**config.mk**
```make
export PLATFORM = sky130hd
export DESIGN_NAME = fmau_sched_flat
export DESIGN_NICKNAME = d
export VERILOG_FILES = /design/src/rtl/fmau_sched_if.sv /design/src/rtl/fmau_sched.sv /design/src/flat_wrapper.sv
export SDC_FILE = /design/constraint.sdc
export NUM_CORES = 1
export LEC_CHECK = 0
export BUFFER_PORTS_ARGS = -buffer_cell sky130_fd_sc_hd__buf_2
export CORE_AREA = 4 4 190 192
export CTS_BUF_LIST = sky130_fd_sc_hd__clkbuf_4 sky130_fd_sc_hd__clkbuf_8 sky130_fd_sc_hd__clkbuf_16
export DETAILED_ROUTE_END_ITERATION = 7
export DIE_AREA = 0 0 194 196
export PLACE_DENSITY = 0.56
export SYNTH_ARGS = -nofsm -noshare
export SYNTH_HDL_FRONTEND = slang
export SYNTH_HIERARCHICAL = 1
export SYNTH_SLANG_ARGS = --single-unit
```
**constraint.sdc**
```tcl
create_clock -name clk -period 2.17 [get_ports clk]
set_input_delay 0 -clock clk [delete_from_list [all_inputs] [get_ports clk]]
set_output_delay 0 -clock clk [all_outputs]
set_load 0.01 [all_outputs]
```
**src/rtl/fmau_sched_if.sv**
```systemverilog
// Requester-side port bundle for the FMAU scheduler.
// One instance per requester carries its operands, mode, handshake and result.
interface fmau_sched_if;
  logic        valid;
  logic        ready;
  logic [31:0] a;
  logic [31:0] b;
  logic [31:0] c;
  logic [31:0] d;
  logic [1:0]  in_pre;
  logic [1:0]  out_pre;
  logic        res_valid;
  logic [31:0] res_data;

  modport master (
    output valid, a, b, c, d, in_pre, out_pre,
    input  ready, res_valid, res_data
  );

  modport slave (
    input  valid, a, b, c, d, in_pre, out_pre,
    output ready, res_valid, res_data
  );
endinterface

```
**src/rtl/fmau_sched.sv**
```systemverilog
// Two-requester round-robin issue scheduler for the posit FMA unit.
// Locks the precision mode while operations are in flight and steers results back by tag.

module fmau_sched_lane #(
  parameter logic ID = 1'b0
) (
  input  logic        clk,
  input  logic        rst_n,
  input  logic [3:0]  req_mode,
  input  logic [3:0]  cur_mode,
  input  logic        ret_vld,
  input  logic        ret_id,
  input  logic [31:0] fmau_out,
  output logic        match,
  output logic        res_valid,
  output logic [31:0] res_data
);
  logic res_vld_d, res_vld_q;

  always_comb begin
    match     = (req_mode == cur_mode);
    res_vld_d = ret_vld && (ret_id == ID);
  end

  // The retiring tag is registered so the flag lines up with the FMAU result edge.
  always_ff @(posedge clk) begin
    if (!rst_n) res_vld_q <= 1'b0;
    else        res_vld_q <= res_vld_d;
  end

  assign res_valid = res_vld_q;
  assign res_data  = res_vld_q ? fmau_out : '0;
endmodule

module fmau_sched #(
  parameter int LAT = 4
) (
  input  logic        clk,
  input  logic        rst_n,
  fmau_sched_if.slave rq0,
  fmau_sched_if.slave rq1,
  output logic [31:0] fmau_a,
  output logic [31:0] fmau_b,
  output logic [31:0] fmau_c,
  output logic [31:0] fmau_d,
  output logic [1:0]  fmau_in_pre,
  output logic [1:0]  fmau_out_pre,
  input  logic [31:0] fmau_out,
  output logic        busy
);
  localparam int NREQ = 2;
  localparam int CW   = $clog2(LAT + 1);

  typedef enum logic [1:0] {S_IDLE, S_RUN, S_DRAIN} state_t;

  state_t                        state_q, state_d;
  logic [NREQ-1:0]               req_vld, gnt, match, res_vld;
  logic [NREQ-1:0][3:0]          req_mode;
  logic [NREQ-1:0][3:0][31:0]    req_opnd;
  logic [NREQ-1:0][31:0]         res_dat;
  logic [3:0][31:0]              opnd_q, opnd_d;
  logic [3:0]                    mode_q, mode_d;
  logic                          prio_q, prio_d;
  logic [CW-1:0]                 cnt_q, cnt_d;
  logic [LAT:1]                  vld_pipe_q, vld_pipe_d;
  logic [LAT:1]                  id_pipe_q, id_pipe_d;
  logic                          issue, gnt_id, retire, to_drain, oth;

  // Grants are suppressed while reset is asserted so ready reads 0 during reset.
  assign req_vld     = {rq1.valid, rq0.valid} & {NREQ{rst_n}};
  assign req_mode[0] = {rq0.in_pre, rq0.out_pre};
  assign req_mode[1] = {rq1.in_pre, rq1.out_pre};
  assign req_opnd[0] = {rq0.a, rq0.b, rq0.c, rq0.d};
  assign req_opnd[1] = {rq1.a, rq1.b, rq1.c, rq1.d};
  assign retire      = vld_pipe_q[LAT];

  for (genvar i = 0; i < NREQ; i++) begin : g_lane
    fmau_sched_lane #(.ID(1'(i))) u_lane (
      .clk      (clk),
      .rst_n    (rst_n),
      .req_mode (req_mode[i]),
      .cur_mode (mode_q),
      .ret_vld  (retire),
      .ret_id   (id_pipe_q[LAT]),
      .fmau_out (fmau_out),
      .match    (match[i]),
      .res_valid(res_vld[i]),
      .res_data (res_dat[i])
    );
  end

  always_comb begin
    gnt      = '0;
    to_drain = 1'b0;
    prio_d   = prio_q;
    mode_d   = mode_q;
    state_d  = state_q;
    opnd_d   = opnd_q;
    oth      = ~prio_q;

    case (state_q)
      S_IDLE: begin
        if (req_vld[prio_q])   gnt[prio_q] = 1'b1;
        else if (req_vld[oth]) gnt[oth]    = 1'b1;
      end
      S_RUN: begin
        // A mismatched head-of-line request blocks the other side so it cannot starve.
        if (req_vld[prio_q]) begin
          if (match[prio_q]) gnt[prio_q] = 1'b1;
          else               to_drain    = 1'b1;
        end else if (req_vld[oth]) begin
          if (match[oth]) gnt[oth] = 1'b1;
          else begin
            to_drain = 1'b1;
            prio_d   = oth;
          end
        end
      end
      default: ;
    endcase

    issue  = |gnt;
    gnt_id = gnt[1];

    cnt_d = cnt_q;
    if (issue && !retire)      cnt_d = cnt_q + 1'b1;
    else if (!issue && retire) cnt_d = cnt_q - 1'b1;

    vld_pipe_d[1] = issue;
    id_pipe_d[1]  = gnt_id;
    for (int j = 2; j <= LAT; j++) begin
      vld_pipe_d[j] = vld_pipe_q[j-1];
      id_pipe_d[j]  = id_pipe_q[j-1];
    end

    if (issue) begin
      prio_d = ~gnt_id;
      opnd_d = req_opnd[gnt_id];
    end

    case (state_q)
      S_IDLE: begin
        if (issue) begin
          mode_d  = req_mode[gnt_id];
          state_d = S_RUN;
        end
      end
      S_RUN: begin
        if (!issue && cnt_d == '0) state_d = S_IDLE;
        else if (to_drain)         state_d = S_DRAIN;
      end
      S_DRAIN: begin
        if (cnt_d == '0) state_d = S_IDLE;
      end
      default: state_d = S_IDLE;
    endcase
  end

  always_ff @(posedge clk) begin
    if (!rst_n) begin
      state_q    <= S_IDLE;
      prio_q     <= 1'b0;
      mode_q     <= '0;
      cnt_q      <= '0;
      vld_pipe_q <= '0;
      id_pipe_q  <= '0;
      opnd_q     <= '0;
    end else begin
      state_q    <= state_d;
      prio_q     <= prio_d;
      mode_q     <= mode_d;
      cnt_q      <= cnt_d;
      vld_pipe_q <= vld_pipe_d;
      id_pipe_q  <= id_pipe_d;
      opnd_q     <= opnd_d;
    end
  end

  assign rq0.ready     = gnt[0];
  assign rq1.ready     = gnt[1];
  assign rq0.res_valid = res_vld[0];
  assign rq1.res_valid = res_vld[1];
  assign rq0.res_data  = res_dat[0];
  assign rq1.res_data  = res_dat[1];

  assign fmau_a       = opnd_q[3];
  assign fmau_b       = opnd_q[2];
  assign fmau_c       = opnd_q[1];
  assign fmau_d       = opnd_q[0];
  assign fmau_in_pre  = mode_q[3:2];
  assign fmau_out_pre = mode_q[1:0];
  assign busy         = (cnt_q != '0) || (state_q == S_DRAIN);
endmodule

```
**src/flat_wrapper.sv**
```systemverilog
// flat-port wrapper written by rule: the top's interface ports become plain ports
module fmau_sched_flat 
#(
  parameter int LAT = 4
)
  (clk, rst_n, fmau_a, fmau_b, fmau_c, fmau_d, fmau_in_pre, fmau_out_pre, fmau_out, busy, rq0_valid, rq0_a, rq0_b, rq0_c, rq0_d, rq0_in_pre, rq0_out_pre, rq0_ready, rq0_res_valid, rq0_res_data, rq1_valid, rq1_a, rq1_b, rq1_c, rq1_d, rq1_in_pre, rq1_out_pre, rq1_ready, rq1_res_valid, rq1_res_data);
  fmau_sched_if rq0_i ();
  fmau_sched_if rq1_i ();
  input  logic clk;
  input  logic rst_n;
  output logic [31:0] fmau_a;
  output logic [31:0] fmau_b;
  output logic [31:0] fmau_c;
  output logic [31:0] fmau_d;
  output logic [1:0] fmau_in_pre;
  output logic [1:0] fmau_out_pre;
  input  logic [31:0] fmau_out;
  output logic busy;
  input wire logic [$bits(rq0_i.valid)-1:0] rq0_valid;
  input wire logic [$bits(rq0_i.a)-1:0] rq0_a;
  input wire logic [$bits(rq0_i.b)-1:0] rq0_b;
  input wire logic [$bits(rq0_i.c)-1:0] rq0_c;
  input wire logic [$bits(rq0_i.d)-1:0] rq0_d;
  input wire logic [$bits(rq0_i.in_pre)-1:0] rq0_in_pre;
  input wire logic [$bits(rq0_i.out_pre)-1:0] rq0_out_pre;
  output wire logic [$bits(rq0_i.ready)-1:0] rq0_ready;
  output wire logic [$bits(rq0_i.res_valid)-1:0] rq0_res_valid;
  output wire logic [$bits(rq0_i.res_data)-1:0] rq0_res_data;
  input wire logic [$bits(rq1_i.valid)-1:0] rq1_valid;
  input wire logic [$bits(rq1_i.a)-1:0] rq1_a;
  input wire logic [$bits(rq1_i.b)-1:0] rq1_b;
  input wire logic [$bits(rq1_i.c)-1:0] rq1_c;
  input wire logic [$bits(rq1_i.d)-1:0] rq1_d;
  input wire logic [$bits(rq1_i.in_pre)-1:0] rq1_in_pre;
  input wire logic [$bits(rq1_i.out_pre)-1:0] rq1_out_pre;
  output wire logic [$bits(rq1_i.ready)-1:0] rq1_ready;
  output wire logic [$bits(rq1_i.res_valid)-1:0] rq1_res_valid;
  output wire logic [$bits(rq1_i.res_data)-1:0] rq1_res_data;
  assign rq0_i.valid = rq0_valid;
  assign rq0_i.a = rq0_a;
  assign rq0_i.b = rq0_b;
  assign rq0_i.c = rq0_c;
  assign rq0_i.d = rq0_d;
  assign rq0_i.in_pre = rq0_in_pre;
  assign rq0_i.out_pre = rq0_out_pre;
  assign rq0_ready = rq0_i.ready;
  assign rq0_res_valid = rq0_i.res_valid;
  assign rq0_res_data = rq0_i.res_data;
  assign rq1_i.valid = rq1_valid;
  assign rq1_i.a = rq1_a;
  assign rq1_i.b = rq1_b;
  assign rq1_i.c = rq1_c;
  assign rq1_i.d = rq1_d;
  assign rq1_i.in_pre = rq1_in_pre;
  assign rq1_i.out_pre = rq1_out_pre;
  assign rq1_ready = rq1_i.ready;
  assign rq1_res_valid = rq1_i.res_valid;
  assign rq1_res_data = rq1_i.res_data;
  fmau_sched #(.LAT(LAT)) u_core (.clk(clk), .rst_n(rst_n), .rq0(rq0_i), .rq1(rq1_i), .fmau_a(fmau_a), .fmau_b(fmau_b), .fmau_c(fmau_c), .fmau_d(fmau_d), .fmau_in_pre(fmau_in_pre), .fmau_out_pre(fmau_out_pre), .fmau_out(fmau_out), .busy(busy));
endmodule
```
=== After elaboration in Yosys (flattened, before gate mapping) ===
Cells that the tools add are included.

* Mux-type cells: 42
* Magnitude comparators: 5
* Add/subtract/negate cells: 2
* Reductions and logical operators: 19
* Bitwise operators: 4
* Equality and inequality tests: 9

{| class="wikitable"
|+ Operators by type and width
! operator !! number
|-
| $mux 128 || 2
|-
| $mux 32 || 2
|-
| $mux 1 || 20
|-
| $mux 2 || 10
|-
| $eq 4x4->1 || 2
|-
| $mux 4 || 2
|-
| $ne 2x1->1 const B || 4
|-
| $logic_and 1x1->1 || 7
|-
| $lt 1x2->1 const B || 3
|-
| $mux 3 || 2
|-
| $pmux 2 s3 || 1
|-
| $pmux 2 s2 || 1
|-
| $reduce_and 4->1 || 1
|-
| $reduce_bool 2->1 || 2
|-
| $add 3x1->3 const B || 1
|-
| $logic_not 3->1 || 1
|-
| $ne 3x1->1 const B || 1
|-
| $not 1->1 || 3
|-
| $reduce_and 3->1 || 1
|-
| $reduce_bool 3->1 || 1
|-
| $sub 3x1->3 const B || 1
|-
| $and 2x2->2 || 1
|-
| $demux 1 s1 || 2
|-
| $eq 2x1->1 const B || 1
|-
| 7 further kinds || 9
|}

* Output and inout port bits: 201
* Flip-flop bits (word level): 148
* Input bits: 300

=== Longest topological paths before layout ===
Gate-level depths: netlist of run 1.

* Depth in word-level cells: 18
* Depth in mapped cells: 10
* Gate-level depth less buffers: 10

=== Modules after synthesis ===
The synthesis of run 1 kept the hierarchy.

{| class="wikitable"
|+ By module, submodules not included
! module !! area an instance (µm²) !! sequential area each (µm²) !! cells an instance !! times used
|-
| fmau_sched || 6298.5 || 2922.8 || 810 || 1
|-
| fmau_sched_lane (u_core.g_lane[0].u_lane) || 291.5 || 20.0 || 42 || 1
|-
| fmau_sched_lane (u_core.g_lane[1].u_lane) || 289.0 || 20.0 || 42 || 1
|}

=== Worst setup path after synthesis of run 1 ===
Ideal clock, no wire load.

* Path type: reg-to-reg
* Start: register u_core.mode_q[1]
* End: register u_core.state_q[0]
* Setup time: 115 ps
* Arrival time: 1943 ps
* Required time: 2055 ps
* Setup slack: 112 ps
* Cell stages (with the launch flop): 10
* Clock period less this slack: 2058 ps
* Path buffers: 0
* Cells stage by stage: dfxtp_1 xor2_1 nor4_2 nand2b_1 nand4_2 inv_2 nor2_4 o311ai_0 o211ai_1 o21a_1

* Longest elaborated chain between the ends: 16
* Elaborated cells between the ends (all ways): 30
* Those cells by class: eq/ne: 5; mux: 18; reduce/logical: 7

{| class="wikitable"
|+ RTL lines
! item !! RTL line !! source
|-
| start: declaration || fmau_sched.sv:62 || <nowiki>logic [3:0] mode_q, mode_d;</nowiki>
|-
| start signal: assignment || fmau_sched.sv:171 || <nowiki>mode_q <= mode_d;</nowiki>
|-
| $eq 4x4->1 (*) || fmau_sched.sv:21 || <nowiki>match = (req_mode == cur_mode);</nowiki>
|-
| via u_core.match[1] || fmau_sched.sv:57 || <nowiki>logic [NREQ-1:0] req_vld, gnt, match, res_vld;</nowiki>
|-
| $mux 1 (not written as such) (2 in a row) || fmau_sched.sv:112 || <nowiki>if (match[oth]) gnt[oth] = 1'b1;</nowiki>
|-
| $mux 2 || fmau_sched.sv:112 ||
|-
| $mux 2 || fmau_sched.sv:111 || <nowiki>end else if (req_vld[oth]) begin</nowiki>
|-
| $mux 2 (*) || fmau_sched.sv:108 || <nowiki>if (req_vld[prio_q]) begin</nowiki>
|-
| $pmux 2 s2 (*) || fmau_sched.sv:101 || <nowiki>case (state_q)</nowiki>
|-
| via rq1_ready || flat_wrapper.sv:36 || <nowiki>output wire logic [$bits(rq1_i.ready)-1:0] rq1_ready;</nowiki>
|-
| $reduce_or 2->1 (*) || fmau_sched.sv:122 || <nowiki>issue = |gnt;</nowiki>
|-
| $logic_not 1->1 || fmau_sched.sv:127, fmau_sched.sv:149 ||
|-
| $logic_and 1x1->1 || fmau_sched.sv:127 || <nowiki>else if (!issue && retire) cnt_d = cnt_q - 1'b1;</nowiki>
|-
| $mux 3 || fmau_sched.sv:127 ||
|-
| $mux 3 || fmau_sched.sv:126 || <nowiki>if (issue && !retire) cnt_d = cnt_q + 1'b1;</nowiki>
|-
| $logic_not 3->1 || fmau_sched.sv:149, fmau_sched.sv:153 ||
|-
| $logic_and 1x1->1 || fmau_sched.sv:149 || <nowiki>if (!issue && cnt_d == '0) state_d = S_IDLE;</nowiki>
|-
| $ne 3x1->1 (no line) / $mux 2 (equally long branches) || n/a ||
|-
| $reduce_and 3->1 (no line) / $pmux 2 s3 (equally long branches) || n/a ||
|-
| end signal: assignment || fmau_sched.sv:169 || <nowiki>state_q <= state_d;</nowiki>
|-
| end: declaration || fmau_sched.sv:56 || <nowiki>state_t state_q, state_d;</nowiki>
|}

Mark *: on every way through the listed nets, which the timed path passes. The rest lies on a longest branch. The select of a mux whose other input is x is not followed.
A chain may end at the register's enable or synchronous reset.

=== Final worst setup path of run 1 ===
* Start: register u_core.mode_q[0]
* End: register u_core.opnd_q (netlist bit u_core/fmau_b[24])

* Longest elaborated chain between the ends: 9
* Elaborated cells between the ends (all ways): 14
* Those cells by class: eq/ne: 2; mux: 11; reduce/logical: 1

{| class="wikitable"
|+ RTL lines
! item !! RTL line !! source
|-
| $eq 4x4->1 (*) || fmau_sched.sv:21 ||
|-
| via u_core.match[0] || fmau_sched.sv:57 ||
|-
| $mux 1 (not written as such) (2 in a row) || fmau_sched.sv:112 ||
|-
| $mux 2 || fmau_sched.sv:112 ||
|-
| $mux 2 || fmau_sched.sv:111 ||
|-
| $mux 2 (*) || fmau_sched.sv:108 ||
|-
| $pmux 2 s2 (*) || fmau_sched.sv:101 ||
|-
| $mux 128 (not written as such) (2 in a row) || fmau_sched.sv:138 || <nowiki>opnd_d = req_opnd[gnt_id];</nowiki>
|-
| end signal: assignment || fmau_sched.sv:175 || <nowiki>opnd_q <= opnd_d;</nowiki>
|-
| end: declaration || fmau_sched.sv:61 || <nowiki>logic [3:0][31:0] opnd_q, opnd_d;</nowiki>
|}

Marks and branches as above.

==> results.cfg, run 1 <==
[routing]
wire_per_inst_um = 17.04
via_per_inst = 4.588
antenna_left = 0
vias = 9685
drt_iter0_drc = 478
first_pass_iters = 5
drc = 0
wl_um = 35980

[hold_path]
hold_class = in -> reg

[yosys]
ys_ff_latch = 148
netlist.area_leader.share_pct = 43.07
syn-instance-count = 894
netlist_top_cells_area = dfxtp_1 (43%), a311oi_1 (17%), nand2_1 (15%)
syn-cell-area_um2 = 6879
postSynthNetCount = 1197
yosysTopAreaCell = dfxtp_1
syn_avg_cell_area_um2 = 7.695
ys_seq_area_share_pct = 43.07
ys_warn_count = 6
yosysUniqueCellTypes = 38

[grt]
met3_usage_pct = 4.465
grt_pass1_wl_um = 52050
antenna_found_initial = 3
grt_overflow_total = 0
top_usage_layer = met2
grtUsageMet1_pct = 17.76
met2_usage_pct = 30.55
track_usage_pct = 16.83
grt_max_degree = 114
grt_pass1_vias = 9723

[sta]
timing.final.crit_share_pct = 96.64
setup_tns_ps = 0
slew_headroom_pct = 47.02
layout_setup_ws_ps = 72.89
max_freq_mhz = 476.8
fin_skew_ps = 13.05
rsz0062_at_grt = true
finalWorstPathRequiredPeriod_ps = 2097
setup_viol = 0
worst_pin_slew_ps = 793.6
worst_hold_slack_ps = 83.70
slew_viol_final = 0
hold_viol_final = 0

[clocking]
h-tree-depth = 4
clock_latency_ps = 430
cts_tree = yes
clk_pin_slew_ps = 60
cts_num_sinks = 148
cts_buffer_depth = 2
cts_buffers = 17
cts-root-buf = clkbuf_16

[final_layout]
mostFrequentLayoutCell = buf_2
drive_gt1_share_pct = 37.89
synthToLayoutAreaGrowth_pct = 99.22
fillerInstances = 3293
stdcell_area_um2 = 13700
most-common-layout-cells = buf_2 (499), nand2_1 (269), dlygate4sd3_1 (266)
final_nets = 1943

[floorplan]
dieArea_um2 = 38020
die_y_um = 196
row_count = 68
pin_count = 501
die_x_um = 194
core-area_um2 = 34370
start_util_pct = 20.01

[power]
switching_share_pct = 31.08
power_density_nw_per_um2 = 627.0
power_frac_comb_pct = 28.1
switchingPower_mw = 2.670
p_clk_share_pct = 34.5
p_seq_share_pct = 37.4
total_leakage_power_nw = 6.353
power.internal_mw = 5.923
peakVddDrop_uv = 537.6

[critical_path]
critPathKind = reg -> reg
cp_max_fo = 20
worst_setup_path_start_kind = flop
arrival_ps = 2430
cp-end-kind = flop
required_ps = 2500

[placement]
pre_cts_slack_ps = -45.20
io_buffers = 500
gp_congestion = 0.9812
dp.final_hpwl_um = 22240
dpl_cell_area_um2 = 9976

[job]
max_cap_viol_count = 0

[run_status]
outcome = complete, no violations
-- what timing repair did --
action	CTS	global route
cloned	0	4
resized for setup	3	63
endpoints found under the hold margin	142	0
hold buffers	266	0
setup endpoints to repair	3	132
setup buffers	4	6
pin swaps	5	18
-- power groups by stage --
stage / sequential [mW] / combinational [mW] / clock [mW]
after floorplan: 3.36 / 0.777 / 0
after global placement: 3.24 / 1.79 / 0
after detailed placement: 3.25 / 1.81 / 0
after CTS: 3.20 / 2.21 / 3.09
after global routing: 3.25 / 2.60 / 3.18
final: 3.21 / 2.41 / 2.97
-- per-stage QoR --
stage                     utilization (%)  cells  power (mW)
after floorplan                         -    894       4.139
after CTS                           38.54   2098       8.495
final                               39.87   2111       8.593
after detailed placement            29.02   1798       5.059
after global placement              29.02   1798       5.039
after global routing                39.86   2109       9.032
-- cell type report --
cell class / count / area, um^2 / share of cell area [%]
Multi-Input combinational cell: 658 / 3807 / 27.78
Antenna cell: 4 / 10.01 / 0.07304
Inverter: 9 / 43.79 / 0.3195
Sequential cell: 148 / 2973 / 21.69
Tap cell: 455 / 569.3 / 4.154
Clock buffer: 17 / 425.4 / 3.104
Timing Repair Buffer: 806 / 5724 / 41.77
Clock inverter: 14 / 151.4 / 1.105
-- flip-flops by register name, indices dropped and copies added (netlist names), 3 cells and up --
signal             count
u_core/fmau_a         32
u_core/fmau_b         32
u_core/fmau_c         32
u_core/fmau_d         32
u_core/id_pipe_q       4
u_core/mode_q          4
u_core/vld_pipe_q      4
u_core/cnt_q           3
-- worst max-delay path, cell delays in order (launching register included) --
cell and delay, ps:
dfxtp_4 360, xor2_1 170, nor4_2 230, buf_4 160, o2111ai_4 160, clkinv_4 130
buf_12 110, buf_16 150, buf_12 160, nand2_1 80, a311oi_2 280
-- cells by family (layout without fill, tap and decap cells) --
family	Yosys count	count (layout)	synth area share, %
buffers and inverters	88	846	5.384
AO/OA/AOI/OAI	148	148	18.75
AND/OR/NAND/NOR	497	497	30.97
other	0	4	0
flip-flops	148	148	43.07
adder cells (fa/ha/maj)	3	3	0.5457
XOR/XNOR	10	10	1.273
-- cell usage after synthesis (all sizes together) --
| master | number |
|---|---|
| nor2b | 1 |
| dfxtp | 148 |
| o21ai | 1 |
| o31ai | 1 |
| o2111ai | 1 |
| xnor2 | 2 |
| o21a | 2 |
| inv | 9 |
| nand3 | 1 |
| nor3 | 4 |
| buf | 34 |
| nor4b | 1 |
| o211a | 1 |
| and3b | 2 |
| xor2 | 8 |
| and3 | 1 |
| nor4 | 3 |
| a21oi | 4 |
| a311oi | 133 |
| ha | 3 |
| or3b | 1 |
| and2 | 70 |
| o211ai | 3 |
| nand2 | 269 |
| and2b | 1 |
| nand4 | 2 |
| nand2b | 4 |
| o311ai | 1 |
| a311o | 1 |
| clkbuf | 45 |
| nor2 | 137 |
-- worst paths after layout --
| check | slack [ps] | start | to | cells past startpoint |
|---|---|---|---|---|
| min | 80 | rq1_valid | u_core/prio_q$_SDFFE_PN0P_ | 4 |
| max | 70 | u_core/mode_q[0]$_SDFFE_PN0P_ | u_core/fmau_b[24]$_SDFFE_PN0P_ | 10 |
| max reg2reg | 70 | u_core/mode_q[0]$_SDFFE_PN0P_ | u_core/fmau_b[24]$_SDFFE_PN0P_ | 10 |
| min reg2reg | 430 | u_core/vld_pipe_q[3]$_SDFF_PN0_ | u_core/vld_pipe_q[4]$_SDFF_PN0_ | 1 |
-- routing by layer --
metal  wire (um)  share of wire [%]
met2       18580                 52
met3        2476                6.9
met4        1847                5.1
met1       13070                 36
met5           0                  0
Power figures use the tool's default switching activity.
==> inputs of run 2 (changes only) <==
--- a/config.mk
+++ b/config.mk
@@ -10,7 +10,8 @@
 export CTS_BUF_LIST = sky130_fd_sc_hd__clkbuf_4 sky130_fd_sc_hd__clkbuf_8 sky130_fd_sc_hd__clkbuf_16
 export DETAILED_ROUTE_END_ITERATION = 7
 export DIE_AREA = 0 0 194 196
-export PLACE_DENSITY = 0.56
+export PLACE_DENSITY = 0.46
+export SETUP_SLACK_MARGIN = 0.05
 export SYNTH_ARGS = -nofsm -noshare
 export SYNTH_HDL_FRONTEND = slang
 export SYNTH_HIERARCHICAL = 1
==> results.cfg, run 2 (synthesis results as in run 1) <==
[placement]
placedCellCount = 1804
dpl_cell_area_um2 = 10050
dp.final_hpwl_um = 22170
io_buffers = 500
gp_congestion = 0.8471

[job]
max_cap_viol_count = 0

[critical_path]
crit-reg2reg-capture = u_core/fmau_b[26]$_SDFFE_PN0P_
reg2reg_depth = 8
reg2reg_slack_ps = 90
timing.critical_path.slowest_cell_delay_ps = 360
worst-path-buf-inv = 3
critPathKind = reg -> reg
crit_chain = xor2_1, nor4_2, nand2b_4, nand4_4, buf_12, buf_16, clkbuf_16, a311oi_2
worst_setup_path_start_kind = flop
slowest_stage = nor4_2
r2r_start = u_core/mode_q[1]$_SDFFE_PN0P_
startpoint = u_core/mode_q[1]$_SDFFE_PN0P_
cpLargestDelayFamily = simple AND/OR/NAND/NOR gates
crit_cells = 8
cp_max_fo = 22
cp-end-kind = flop
arrival_ps = 2420
required_ps = 2500
endpoint = u_core/fmau_b[26]$_SDFFE_PN0P_

[power]
switchingPower_mw = 2.705
power.internal_mw = 6.012
total_leakage_power_nw = 6.465
peakVddDrop_uv = 559.3
power_density_nw_per_um2 = 627.5
switching_share_pct = 31.03
p_seq_share_pct = 36.7
power_frac_comb_pct = 28.4
p_clk_share_pct = 34.8

[clocking]
h-tree-depth = 4
cts_num_sinks = 148
clock_latency_ps = 450
cts-root-buf = clkbuf_16
cts_buffers = 17
cts_tree = yes
clk_pin_slew_ps = 70
cts_buffer_depth = 2

[routing]
via_per_inst = 4.509
antenna_left = 0
vias = 9568
drt_iter0_drc = 429
drc = 0
wire_per_inst_um = 16.49
first_pass_iters = 5
wl_um = 34990

[final_layout]
drive_gt1_share_pct = 38.72
synthToLayoutAreaGrowth_pct = 101.9
instances_no_fill = 2122
stdcell_area_um2 = 13890
mostFrequentLayoutCell = buf_2
most-common-layout-cells = buf_2 (498), nand2_1 (269), dlygate4sd3_1 (266)
final_nets = 1956

[run_status]
outcome = complete, no violations

[floorplan]
pin_count = 501
core-area_um2 = 34370
dieArea_um2 = 38020
start_util_pct = 20.01
die_y_um = 196
row_count = 68
die_x_um = 194

[grt]
grt_max_degree = 98
grt_pass1_vias = 9716
grt_pass1_wl_um = 51650
grt_overflow_total = 0
antenna_found_initial = 1
track_usage_pct = 16.66

[sta]
slew_viol_final = 0
setup_viol = 0
rsz0062_at_grt = true
fin_skew_ps = 14.36
max_freq_mhz = 480.6
finalWorstPathRequiredPeriod_ps = 2081
worst_pin_slew_ps = 833.0
hold_viol_final = 0
slew_headroom_pct = 44.39
timing.final.crit_share_pct = 95.88

[hold_path]
hold_class = in -> reg
## run 2: through the flow
stage          worst slack, ps  power (mW)  utilization (%)  hold WS, ps  setup TNS (ps)
4_1_cts                  26.24       8.604            38.96        32.47               0
2_1_floorplan            112.4       4.139                -        148.3               0
3_5_place_dp             19.73       5.082            29.23        271.7               0
5_1_grt                 -10.35       9.177            40.42        80.10          -17.39
3_3_place_gp             50.75       5.087            29.23        264.6               0
6_report                 89.33       8.717            40.42        76.04               0
## run 2: timing repair
action / CTS / global route
hold buffers: 266 / 0
setup endpoints to repair: 9 / 135
setup buffers: 5 / 9
pin swaps: 4 / 13
cloned: 1 / 6
gates resized for setup: 5 / 65
endpoints found under the hold margin: 142 / 0
## run 2: power by group through the flow
stage | clock (mW) | sequential, mW | combinational [mW]
final | 3.03 | 3.20 | 2.48
after detailed placement | 0 | 3.24 | 1.84
after floorplan | 0 | 3.36 | 0.777
after global routing | 3.26 | 3.24 | 2.68
after CTS | 3.14 | 3.19 | 2.27
after global placement | 0 | 3.24 | 1.84
## run 2: worst register-to-register path: stages, from the launching register on
cell	delay, ps
dfxtp_2	340
xor2_1	160
nor4_2	360
nand2b_4	200
nand4_4	110
buf_12	180
buf_16	150
clkbuf_16	200
a311oi_2	260
## run 2: layout make-up
cell class / instances / area, um^2
diodes: 1 / 2.502
clock buffers: 18 / 439.2
clock inverters: 14 / 151.4
fillers: 3426 / 20480
inverters: 9 / 43.79
multi-input cells: 658 / 3811
flip-flops and latches: 148 / 2970
well taps: 455 / 569.3
repair buffers: 819 / 5904
## run 2: routing by layer
metal  track usage, %  vias up  wire (um)
met5                0        -          0
met4            8.333        0       1459
met3            4.723       90       2454
met2            29.11      481      17180
met1            18.59     4411      13890
li1                 -     4586          -
## run 2: worst min path at each step
| stage | end | startpoint | slack, ps | cells past startpoint |
|---|---|---|---|---|
| 2_1_floorplan | rq1_ready | rq1_valid | 150 | 2 |
| 4_1_cts | u_core/prio_q$_SDFFE_PN0P_ | rq1_valid | 30 | 4 |
| 6_report | u_core/prio_q$_SDFFE_PN0P_ | rq1_valid | 80 | 4 |
| 3_3_place_gp | u_core/fmau_a[18]$_SDFFE_PN0P_ | rq0_a[18] | 260 | 3 |
| 3_5_place_dp | u_core/fmau_c[10]$_SDFFE_PN0P_ | rq0_c[10] | 270 | 3 |
| 5_1_grt | u_core/prio_q$_SDFFE_PN0P_ | rq1_valid | 80 | 4 |
==> inputs of run 3 (changes only) <==
--- a/config.mk
+++ b/config.mk
@@ -5,12 +5,12 @@
 export SDC_FILE = /design/constraint.sdc
 export NUM_CORES = 1
 export LEC_CHECK = 0
-export BUFFER_PORTS_ARGS = -buffer_cell sky130_fd_sc_hd__buf_2
-export CORE_AREA = 4 4 190 192
+export CORE_AREA = 4 4 193 195
 export CTS_BUF_LIST = sky130_fd_sc_hd__clkbuf_4 sky130_fd_sc_hd__clkbuf_8 sky130_fd_sc_hd__clkbuf_16
 export DETAILED_ROUTE_END_ITERATION = 7
-export DIE_AREA = 0 0 194 196
-export PLACE_DENSITY = 0.46
+export DIE_AREA = 0 0 197 199
+export DONT_BUFFER_PORTS = 1
+export PLACE_DENSITY = 0.33
 export SETUP_SLACK_MARGIN = 0.05
 export SYNTH_ARGS = -nofsm -noshare
 export SYNTH_HDL_FRONTEND = slang
==> results.cfg, run 3 (synthesis results as in run 1) <==
[placement]
pre_cts_slack_ps = 36.22
gp_congestion = 0.7473
io_buffers = 0
dp.final_hpwl_um = 20250

[critical_path]
reg2reg_depth = 8
critPathKind = reg -> reg
worst_setup_path_start_kind = flop
arrival_ps = 2440
cp-end-kind = flop
required_ps = 2460
cp_max_fo = 101

[floorplan]
core-area_um2 = 35400
die_y_um = 199
row_count = 69
start_util_pct = 19.43
dieArea_um2 = 39200
pin_count = 501
die_x_um = 197

[sta]
hold_viol_final = 0
timing.final.crit_share_pct = 99.12
setup_viol = 0
slew_headroom_pct = 47.26
worst_hold_slack_ps = 8.592
worst_pin_slew_ps = 790.1
fin_skew_ps = 12.76
max_freq_mhz = 464.9
slew_viol_final = 0
rsz0062_at_grt = true
finalWorstPathRequiredPeriod_ps = 2151
layout_setup_ws_ps = 19.05

[clocking]
clk_pin_slew_ps = 70
cts_buffer_depth = 2
cts_tree = yes
cts_buffers = 17
h-tree-depth = 4
cts_num_sinks = 148
cts-root-buf = clkbuf_16
clock_latency_ps = 450

[routing]
wire_per_inst_um = 18.71
via_per_inst = 4.635
antenna_left = 0
drc = 0
vias = 7546
drt_iter0_drc = 339
first_pass_iters = 4
wl_um = 30460

[power]
switchingPower_mw = 2.491
p_clk_share_pct = 39.1
total_leakage_power_nw = 4.179
power_density_nw_per_um2 = 743.3
power.internal_mw = 5.862
peakVddDrop_uv = 567.4
power_frac_comb_pct = 19.9
switching_share_pct = 29.82
p_seq_share_pct = 41.0

[run_status]
outcome = complete, no violations

[grt]
grt_max_degree = 102
antenna_found_initial = 1
grt_pass1_wl_um = 43680
grt_overflow_total = 0
grt_pass1_vias = 7698
track_usage_pct = 14.10

[hold_path]
hold_depth = 4
hold_class = in -> reg

[job]
max_cap_viol_count = 0

[final_layout]
final_nets = 1456
fillerInstances = 3627
synthToLayoutAreaGrowth_pct = 63.35
most-common-layout-cells = dlygate4sd3_1 (267), nand2_1 (265), dfxtp_1 (144)
mostFrequentLayoutCell = dlygate4sd3_1
drive_gt1_share_pct = 11.58
-- run 3: cell count changes in the layout (fill, tap and decap cells not counted), sizes merged --
cell	delta
clkinv	-5
bufinv	+1
dlygate4sd3	+1
clkbuf	+2
inv	-3
buf	-496
-- run 3: timing repair --
action                     in CTS  in global routing
hold buffers                  266                  1
resized for setup               7                 54
pin swaps                       4                 19
hold endpoints to repair      146                  1
setup buffers                   1                  9
cloned                          0                  2
setup endpoints to repair      14                134
-- run 3: cell type report --
type / count / area (um^2) / area share [%]
clock buffer: 25 / 516.7 / 4.599
tap: 461 / 576.8 / 5.133
antenna: 1 / 2.502 / 0.02227
multi-input combinational: 658 / 3771 / 33.56
clock inverter: 7 / 118.9 / 1.058
timing repair buffer: 319 / 3232 / 28.76
inverter: 9 / 43.79 / 0.3897
sequential: 148 / 2975 / 26.48
-- run 3: through the flow --
stage               area (um^2)  setup TNS, ps  power [mW]  util (%)  cells
finish                    11240              0       8.353     31.75   1628
global placement           7566              0       4.608     21.38   1317
global route              11230         -615.8       8.760     31.74   1627
floorplan                  6879              0       4.139         -    894
detailed placement         7566              0       4.595     21.38   1317
CTS                       10890              0       8.344     30.78   1616
-- run 3: critical path, cell delays in order, from the launching register on --
cell and delay, ps:
dfxtp_4 370, xor2_2 150, nor4_2 330, nand2b_4 200, nand4_4 120, buf_4 200
buf_12 180, nor2_1 220, a311oi_1 70
-- run 3: layer usage --
layer | vias to the layer above | global-route usage, % | wire [um]
met3 | 60 | 4.743 | 2400
met2 | 387 | 23.91 | 15010
li1 | 3583 | - | -
met1 | 3514 | 16.07 | 12020
met4 | 2 | 6.523 | 1012
met5 | - | 0 | 13
-- run 3: final timing paths --
kind	from	end	slack (ps)
worst min register to register	u_core/vld_pipe_q[2]$_SDFF_PN0_	u_core/vld_pipe_q[3]$_SDFF_PN0_	420
worst min-delay path	rq1_valid	u_core/prio_q$_SDFFE_PN0P_	9
worst max-delay path	u_core/mode_q[2]$_SDFFE_PN0P_	u_core/fmau_a[10]$_SDFFE_PN0P_	20
worst max register to register	u_core/mode_q[2]$_SDFFE_PN0P_	u_core/fmau_a[10]$_SDFFE_PN0P_	20
-- run 3: power by group through the flow --
stage          clock network (mW)  registers [mW]  logic [mW]
2_1_floorplan                   0            3.36       0.777
3_3_place_gp                    0            3.49        1.12
3_5_place_dp                    0            3.48        1.12
4_1_cts                      3.37            3.42        1.55
5_1_grt                      3.48            3.46        1.82
6_report                     3.26            3.43        1.66
